### config.mk
export PLATFORM = sky130hd
export DESIGN_NAME = bird_ctrl
export DESIGN_NICKNAME = d
export VERILOG_FILES = /design/src/rtl/bird_ctrl.sv
export SDC_FILE = /design/constraint.sdc
export NUM_CORES = 1
export LEC_CHECK = 0
export ABC_CLOCK_PERIOD_IN_PS = 2300
export BUFFER_PORTS_ARGS = -buffer_cell sky130_fd_sc_hd__clkbuf_2
export CORE_MARGIN = 4
export CORE_UTILIZATION = 47
export CTS_CLUSTER_SIZE = 16
export DETAILED_ROUTE_END_ITERATION = 8
export PLACE_DENSITY = 0.77
export SKIP_LAST_GASP = 1
export SLEW_MARGIN = 20
export SYNTH_ARGS = -nofsm -noshare
export SYNTH_HDL_FRONTEND = slang
export SYNTH_SLANG_ARGS = --single-unit
export TNS_END_PERCENT = 100
### constraint.sdc
create_clock -name clk_100Hz -period 2.3 [get_ports clk_100Hz]
set_input_delay 0.115 -clock clk_100Hz [delete_from_list [all_inputs] [get_ports clk_100Hz]]
set_output_delay 0.115 -clock clk_100Hz [all_outputs]
set_load 0.02 [all_outputs]
### src/rtl/bird_ctrl.sv
// bird_ctrl: game-control front end for the bird FSM.
// Synchronises and debounces the player keys, turns presses into single-cycle
// command pulses, runs the IDLE/PLAYING/DEAD game FSM, gates collision hits
// into kill, and keeps the current and best scores in BCD.
// Optional feature: define BIRD_CTRL_AUTOREPEAT_EN to re-pulse jump while the
// jump key is held in PLAYING.
module bird_ctrl #(
    parameter int unsigned DEBOUNCE_TICKS   = 3,
    parameter int unsigned GRACE_TICKS      = 100,
    parameter int unsigned DEATH_HOLD_TICKS = 200,
    parameter int unsigned REPEAT_TICKS     = 25
) (
    input  logic        clk_100Hz,
    input  logic        rst,
    input  logic        key_start,
    input  logic        key_jump,
    input  logic        key_fall,
    input  logic        key_reset,
    input  logic        hit,
    output logic        start,
    output logic        jump,
    output logic        fall,
    output logic        kill,
    output logic        game_rst,
    output logic [1:0]  game_state,
    output logic [15:0] score_bcd,
    output logic [15:0] best_bcd,
    output logic        new_best
);

    localparam int unsigned KStart = 0;
    localparam int unsigned KJump  = 1;
    localparam int unsigned KFall  = 2;
    localparam int unsigned KReset = 3;

    localparam int unsigned GraceW = (GRACE_TICKS > 0) ? $clog2(GRACE_TICKS + 1) : 1;
    localparam int unsigned HoldW  = (DEATH_HOLD_TICKS > 0) ? $clog2(DEATH_HOLD_TICKS + 1) : 1;
    localparam logic [3:0]  DebLast = 4'(DEBOUNCE_TICKS - 1);

    // Parameter sanity checks at elaboration
    if (DEBOUNCE_TICKS < 1 || DEBOUNCE_TICKS > 15) begin : g_deb_chk
        $error("DEBOUNCE_TICKS must be in 1..15");
    end
    if (REPEAT_TICKS < 1) begin : g_rep_chk
        $error("REPEAT_TICKS must be at least 1");
    end

    typedef enum logic [1:0] {
        StIdle    = 2'd0,
        StPlaying = 2'd1,
        StDead    = 2'd2
    } state_e;

    // ------------------------------------------------------------------
    // Key synchronisation and debounce
    // ------------------------------------------------------------------
    logic [3:0] keys_raw;
    logic [3:0] sync1_q, sync2_q;
    logic [3:0] lvl_q, lvl_d, prev_q;
    logic [3:0] deb_cnt_q [4];
    logic [3:0] deb_cnt_d [4];
    logic [3:0] key_edge;

    assign keys_raw = {key_reset, key_fall, key_jump, key_start};
    assign key_edge = lvl_q & ~prev_q;

    // Debounce: a level changes only after DEBOUNCE_TICKS consecutive differing samples
    always_comb begin
        lvl_d = lvl_q;
        for (int k = 0; k < 4; k++) begin
            deb_cnt_d[k] = '0;
            if (sync2_q[k] != lvl_q[k]) begin
                if (deb_cnt_q[k] == DebLast) begin
                    lvl_d[k] = sync2_q[k];
                end else begin
                    deb_cnt_d[k] = deb_cnt_q[k] + 4'd1;
                end
            end
        end
    end

    // Synchroniser, debounce and previous-level registers
    always_ff @(posedge clk_100Hz) begin
        if (rst) begin
            sync1_q <= '0;
            sync2_q <= '0;
            lvl_q   <= '0;
            prev_q  <= '0;
            for (int k = 0; k < 4; k++) deb_cnt_q[k] <= '0;
        end else begin
            sync1_q <= keys_raw;
            sync2_q <= sync1_q;
            lvl_q   <= lvl_d;
            prev_q  <= lvl_q;
            for (int k = 0; k < 4; k++) deb_cnt_q[k] <= deb_cnt_d[k];
        end
    end

    // ------------------------------------------------------------------
    // Game FSM, counters and scores
    // ------------------------------------------------------------------
    state_e              state_q, state_d;
    logic                start_q, start_d, jump_q, jump_d, fall_q, fall_d;
    logic                kill_q, kill_d, grst_q, grst_d;
    logic [15:0]         score_q, score_d, best_q, best_d;
    logic                new_best_q, new_best_d;
    logic [GraceW-1:0]   grace_q, grace_d;
    logic [HoldW-1:0]    hold_q, hold_d;
    logic [6:0]          presc_q, presc_d;
    logic                rep_fire;

    // BCD increment with inter-digit carry, saturating at 9999
    function automatic logic [15:0] bcd_inc(input logic [15:0] v);
        logic [15:0] r;
        logic        c;
        r = v;
        c = 1'b1;
        if (v == 16'h9999) return v;
        for (int i = 0; i < 4; i++) begin
            if (c) begin
                if (r[4*i +: 4] == 4'd9) begin
                    r[4*i +: 4] = 4'd0;
                end else begin
                    r[4*i +: 4] = r[4*i +: 4] + 4'd1;
                    c = 1'b0;
                end
            end
        end
        return r;
    endfunction

`ifdef BIRD_CTRL_AUTOREPEAT_EN
    localparam int unsigned RepW = (REPEAT_TICKS > 0) ? $clog2(REPEAT_TICKS + 1) : 1;
    logic [RepW-1:0] rep_q, rep_d;

    assign rep_fire = lvl_q[KJump] && (rep_q == RepW'(REPEAT_TICKS));

    // Repeat counter: restarts at each jump pulse, clears on release or state change
    always_comb begin
        rep_d = '0;
        if (state_q == StPlaying && state_d == StPlaying) begin
            if (jump_d) begin
                rep_d = RepW'(1);
            end else if (lvl_q[KJump] && rep_q != '0) begin
                rep_d = rep_q + RepW'(1);
            end
        end
    end

    // Repeat counter register
    always_ff @(posedge clk_100Hz) begin
        if (rst) rep_q <= '0;
        else     rep_q <= rep_d;
    end
`else
    assign rep_fire = 1'b0;
`endif

    // Next-state, pulse and counter logic
    always_comb begin
        state_d    = state_q;
        start_d    = 1'b0;
        jump_d     = 1'b0;
        fall_d     = 1'b0;
        kill_d     = 1'b0;
        grst_d     = 1'b0;
        score_d    = score_q;
        best_d     = best_q;
        new_best_d = new_best_q;
        grace_d    = grace_q;
        hold_d     = hold_q;
        presc_d    = presc_q;

        case (state_q)
            StIdle: begin
                if (key_edge[KStart]) begin
                    start_d = 1'b1;
                    score_d = '0;
                    presc_d = '0;
                    grace_d = GraceW'(GRACE_TICKS);
                    state_d = StPlaying;
                end else if (key_edge[KReset]) begin
                    grst_d = 1'b1;
                end
            end
            StPlaying: begin
                if (grace_q != '0) grace_d = grace_q - GraceW'(1);
                if (key_edge[KReset]) begin
                    grst_d  = 1'b1;
                    state_d = StIdle;
                end else if (hit && grace_q == '0) begin
                    kill_d  = 1'b1;
                    hold_d  = HoldW'(DEATH_HOLD_TICKS);
                    state_d = StDead;
                    // Score is frozen on this edge, so compare the final value
                    if (score_q > best_q) begin
                        best_d     = score_q;
                        new_best_d = 1'b1;
                    end
                end else begin
                    if (presc_q == 7'd99) begin
                        presc_d = '0;
                        score_d = bcd_inc(score_q);
                    end else begin
                        presc_d = presc_q + 7'd1;
                    end
                    if (key_edge[KJump] || rep_fire) begin
                        jump_d = 1'b1;
                    end else if (key_edge[KFall]) begin
                        fall_d = 1'b1;
                    end
                end
            end
            StDead: begin
                if (hold_q != '0) hold_d = hold_q - HoldW'(1);
                if (key_edge[KReset] || (key_edge[KStart] && hold_q == '0)) begin
                    grst_d     = 1'b1;
                    new_best_d = 1'b0;
                    state_d    = StIdle;
                end
            end
            default: begin
                state_d = StIdle;
            end
        endcase
    end

    // State, pulse, counter and score registers
    always_ff @(posedge clk_100Hz) begin
        if (rst) begin
            state_q    <= StIdle;
            start_q    <= 1'b0;
            jump_q     <= 1'b0;
            fall_q     <= 1'b0;
            kill_q     <= 1'b0;
            grst_q     <= 1'b0;
            score_q    <= '0;
            best_q     <= '0;
            new_best_q <= 1'b0;
            grace_q    <= '0;
            hold_q     <= '0;
            presc_q    <= '0;
        end else begin
            state_q    <= state_d;
            start_q    <= start_d;
            jump_q     <= jump_d;
            fall_q     <= fall_d;
            kill_q     <= kill_d;
            grst_q     <= grst_d;
            score_q    <= score_d;
            best_q     <= best_d;
            new_best_q <= new_best_d;
            grace_q    <= grace_d;
            hold_q     <= hold_d;
            presc_q    <= presc_d;
        end
    end

    assign start      = start_q;
    assign jump       = jump_q;
    assign fall       = fall_q;
    assign kill       = kill_q;
    assign game_rst   = grst_q;
    assign game_state = state_q;
    assign score_bcd  = score_q;
    assign best_bcd   = best_q;
    assign new_best   = new_best_q;

endmodule
### Word level (Yosys, flattened, before mapping)

Memory sizes are Yosys's and may differ from the RTL's.
Index checks and enable logic that the tools add are counted.
Widths: inputs -> output; s select.

| word-level totals | value |
|---|---|
| output and inout bits | 40 |
| memory bits (writable) | 16 |
| memories | 1 |
| flip-flop bits (word level) | 78 |
| bits of input ports | 7 |

| cells by class | value |
|---|---|
| mux-type cells | 83 |
| reduce and logical (&&, ||, !) cells | 28 |
| order comparisons | 1 |
| bitwise operators | 9 |
| eq/ne operators | 30 |
| add/subtract/negate cells | 11 |

Memory list:

| name | words | width | read ports | clocked after Yosys merged registers in | write ports | RTL line | RTL |
|---|---|---|---|---|---|---|---|
| deb_cnt_q | 4 | 4 | 4 | 0 | 4 | 60 | `logic [3:0] deb_cnt_q [4];` |

Operators by type and width:

| operator | count |
|---|---|
| $mux 16 | 5 |
| $mux 4 | 19 |
| $mux 7 | 6 |
| $mux 1 | 39 |
| $add 4x1->4 const B | 8 |
| $pmux 16 s2 | 1 |
| $pmux 7 s2 | 2 |
| $mux 8 | 3 |
| $reduce_and 7->1 | 3 |
| $ne 2x2->1 const B | 9 |
| $eq 16x16->1 const B | 1 |
| $eq 4x2->1 const B | 4 |
| $eq 4x4->1 const B | 4 |
| $gt 16x16->1 | 1 |
| $pmux 8 s2 | 1 |
| $ne 3x3->1 const B | 5 |
| $reduce_and 4->1 | 3 |
| $logic_not 8->1 | 1 |
| $mux 2 | 4 |
| $reduce_and 2->1 | 4 |
| $reduce_bool 8->1 | 1 |
| $sub 8x1->8 const B | 1 |
| $add 7x1->7 const B | 1 |
| $eq 7x7->1 const B | 1 |
| 24 further kinds | 35 |

### Depth between registers and ports, before layout

| depth | value |
|---|---|
| depth after elaboration | 29 |
| mapped depth | 9 |

### Worst setup path after synthesis

OpenSTA, ideal clock, no wires.

| path | value |
|---|---|
| path kind | flip-flop to flip-flop |
| start point | register score_q[14] (netlist: score_bcd[14]) |
| end point | register best_q[8] (netlist: best_bcd[8]) |
| library setup time | 120 ps |
| cell stages (with the launch flop) | 9 |
| arrival | 2079 ps |
| slack | 101 ps |
| path buffers | 2 |
| required time | 2180 ps |
| cell sequence | dfxtp_1 -> ha_1 -> a21oi_1 -> nand2_1 -> a221o_1 -> o311a_1 -> buf_4 -> buf_6 -> mux2i_1 |

| between the ends | value |
|---|---|
| longest elaborated chain between the ends | 2 |

RTL lines:

| what | RTL line | RTL |
|---|---|---|
| start: declaration | 105 | `logic [15:0] score_q, score_d, best_q, best_d;` |
| start signal: assignment | 250 | `score_q <= score_d;` |
| $gt 16x16->1 | 196 | `if (score_q > best_q) begin` |
| $reduce_and 4->1 (no source line) | - |  |
| end signal: assignment | 251 | `best_q <= best_d;` |
| end: declaration | 105 |  |

No other way between the ends.
A chain may end at the register's enable or synchronous reset.

### Final worst setup path

| path | value |
|---|---|
| start point | register best_q[5] (netlist: best_bcd[5]) |
| end point | register new_best_q (netlist: new_best) |

| between the ends | value |
|---|---|
| longest elaborated chain between the ends | 3 |

RTL lines:

| what | RTL line | RTL |
|---|---|---|
| $gt 16x16->1 | 196 |  |
| $ne 2x2->1 (no source line) | - |  |
| $reduce_and 5->1 (no source line) | - |  |
| end signal: assignment | 252 | `new_best_q <= new_best_d;` |
| end: declaration | 106 | `logic new_best_q, new_best_d;` |

No other way between the ends.

==> summary.txt <==
Status
  • Outcome: finished clean

Timing
  • Fin crit share: 0.972
  • Final worst slack: 0.0648 ns
  • Final setup vio count: 0
  • Total negative slack: 0 ns
  • Actual slew at the worst max-slew pin: 0.793 ns
  • Slew margin rel.: 0.472
  • Final Max Tran Viols: 0
  • Min cycle time layout: 2.24 ns
  • Fmax: 0.447 GHz
  • Fin. Hold Viols: 0
  • Worst Skew: 0.0102 ns

Placed design
  • Port Buf Inserts: 46
  • DP HPWL: 7.58 mm
  • Routability cong.: 0.875
  • Placed cell area: 0.00508 mm2
  • Placement-stage worst setup slack: 0.0681 ns

CTS
  • H-Tree Depth: 3
  • Clk root buf: clkbuf_8
  • Clk slew on worst S/H paths: 0.10 ns
  • Total CTS buffers: 9
  • Post-CTS setup buffer count: 0
  • Worst skew pair latency: 0.37 ns
  • Clk buf depth: 2
  • TritonCTS clock tree: built
  • Sink count of the clock tree: 94

Yosys
  • Cells after Synth: 497
  • Synth top cells by count: dfxtp_1, nor2_1, ha_1, nand2b_1, inv_1
  • Most common cell in the netlist: dfxtp_1
  • Leading area contributor after synthesis: dfxtp_1
  • Sequential element share of the synthesized area: 0.411
  • Mapped Nets: 541
  • Synth top area cells: dfxtp_1, ha_1, mux2i_1, nand2b_1, nor2_1
  • Mapped cell area: 0.00458 mm2
  • Post-synth ARST share: 0
  • Post-synth EDFFs: 0
  • Flops & latches, synth: 94
  • Most used DFF post-synth: dfxtp_1
  • Syn_area_per_cell: 9.21 um2
  • Ys Warns: 0
  • Synth cell types: 56
  • Area share of the largest cell type after synthesis: 0.411

Power
  • Worst vdd ir: 0.262 mV
  • Power per cell area: 523 mW/mm2
  • P_leak: 0.00208 uW

Routing
  • Final WL: 10.0 mm
  • Initial DRT Pass Iterations: 4
  • Post-route DRC: 0
  • Detailed Route Iter0 Violations: 178
  • Antenna viol nets, final: 0
  • Vias after detailed routing: 3,768
  • Via/cell ratio: 5.36
  • DR WL/cell: 14.3 um

Floorplan
  • Number of placement rows: 35
  • Die X-Extent: 107 um
  • Core Box Area: 0.00937 mm2
  • Die Ht: 107 um
  • Die area: 0.0114 mm2
  • Initial Util: 0.488
  • Boundary Pins: 47

Global route
  • Vias in the first global route: 3,718
  • Initial antenna violation count: 0
  • First-pass GRT wire length: 17.1 mm
  • Grt ovf: 0
  • Largest net degree at the start of global routing: 45
  • Total GRT Usage: 0.184

Layout
  • Area of the multi-input gates: 0.00250 mm2
  • FF/Latch Area: 0.00188 mm2
  • Post-route cell area: 0.00532 mm2
  • Layout cell share with drive strength beyond 1: 0.178
  • Fillers: 842
  • Antenna Cells: 0
  • Syn-to-layout area delta: 16.2%
  • Final nets: 613

Setup path
  • Critical Path AT: 2.51 ns
  • CP Launch Type: flop
  • Reg2Reg Depth: 8
  • Crit-path max FO: 9
  • CP endpoint kind: flop
  • CP Data Required Time: 2.57 ns
  • Crit path kind: flop to flop

Worst hold path
  • Hold crit path type: primary input to flop
  • Hold Crit Depth: 4

Job
  • Max cap viols: 0
[flip-flops by register name (all words and copies together), names as in the netlist, 2 cells and up]
register	cells
sync2_q	4
lvl_q	4
grace_q	7
hold_q	8
game_state	2
best_bcd	16
sync1_q	4
deb_cnt_q	16
presc_q	7
prev_q	4
score_bcd	16
[final timing paths]
check	from	to	slack [ns]
worst min register to register	prev_q[2]$_SDFF_PP0_	fall$_SDFF_PP0_	0.41
worst max-delay path	best_bcd[5]$_SDFFE_PP0P_	new_best$_SDFFE_PP0P_	0.06
worst min-delay path	hit	jump$_SDFF_PP0_	0.31
worst max register to register	best_bcd[5]$_SDFFE_PP0P_	new_best$_SDFFE_PP0P_	0.06
[final cells by class]
cell class	count	area share
multi-input combinational	357	0.470
sequential	94	0.354
timing repair buffer	77	0.0890
tap	129	0.0304
clock buffer	9	0.0233
inverter	30	0.0212
clock inverter	7	0.0118
[layer usage]
layer | track usage | vias to the layer above | share of wire
met4 | 0.0712 | 0 | 0.022
met5 | 0 | - | 0
met2 | 0.318 | 77 | 0.49
met1 | 0.228 | 1799 | 0.45
met3 | 0.0337 | 17 | 0.044
li1 | - | 1875 | -
[layout by cell type, fill, tap and decap left out, types with 3 or more instances in the layout]
cell type	instances
a21oi_1	27
buf_4	27
clkbuf_2	46
clkbuf_8	9
dfxtp_1	93
dlygate4sd3_1	4
ha_1	37
inv_1	30
inv_6	3
mux2i_1	24
nand2_1	20
nand2b_1	37
nand3_1	21
nand3b_1	5
nand4_1	8
nor2_1	44
nor2b_1	15
nor3_1	11
nor3b_1	4
nor4_1	5
o21a_1	3
o21ai_0	5
o21ai_1	6
o22ai_1	4
o31ai_1	5
or3_1	11
or4_1	6
xnor2_1	10
xor2_1	14
[through the flow]
step | hold WS (ns) | power [uW] | std cells | utilization
after global routing | 0.370 | 2870 | 703 | 0.567
after detailed placement | 0.334 | 1740 | 683 | 0.542
after CTS | 0.301 | 2800 | 703 | 0.566
final | 0.313 | 2780 | 703 | 0.567
after floorplan | 0.243 | 1720 | 497 | -
after global placement | 0.328 | 1740 | 683 | 0.542
[logic make-up (layout without fill, tap and decap cells)]
group                      after synthesis  count (layout)  share of synthesized area
AOI/OAI and AO/OA                       72              72                      0.104
xor gates and xnor gates                24              24                     0.0459
adders and majority gates               37              37                      0.101
buffers and inverters                   46             123                     0.0440
DFF                                     94              94                      0.411
muxes                                   25              25                     0.0549
and+or+nand+nor                        199             199                      0.239
[what timing repair did]
item,4_1_cts,5_1_grt
hold buffers,4,0
endpoints found under the hold margin,4,0
gates resized for setup,0,3
endpoints found under the setup margin,0,19
[power by group]
| group | internal [uW] | leakage, uW | total (uW) | switching, uW |
|---|---|---|---|---|
| Clock | 420 | 0.0000984 | 1070 | 652 |
| Combinational | 31.8 | 0.00122 | 69.1 | 37.3 |
| Sequential | 1640 | 0.000759 | 1640 | 4.93 |
[worst max-delay path, cell delays in order, from the launching register on]
cell and delay (ns):
dfxtp_1 0.38, inv_1 0.06, ha_1 0.31, a21oi_1 0.17, o21ai_1 0.11, a221o_1 0.33
o311a_1 0.37, buf_4 0.20, o21ba_2 0.22
(Power assumes the default switching activity.)
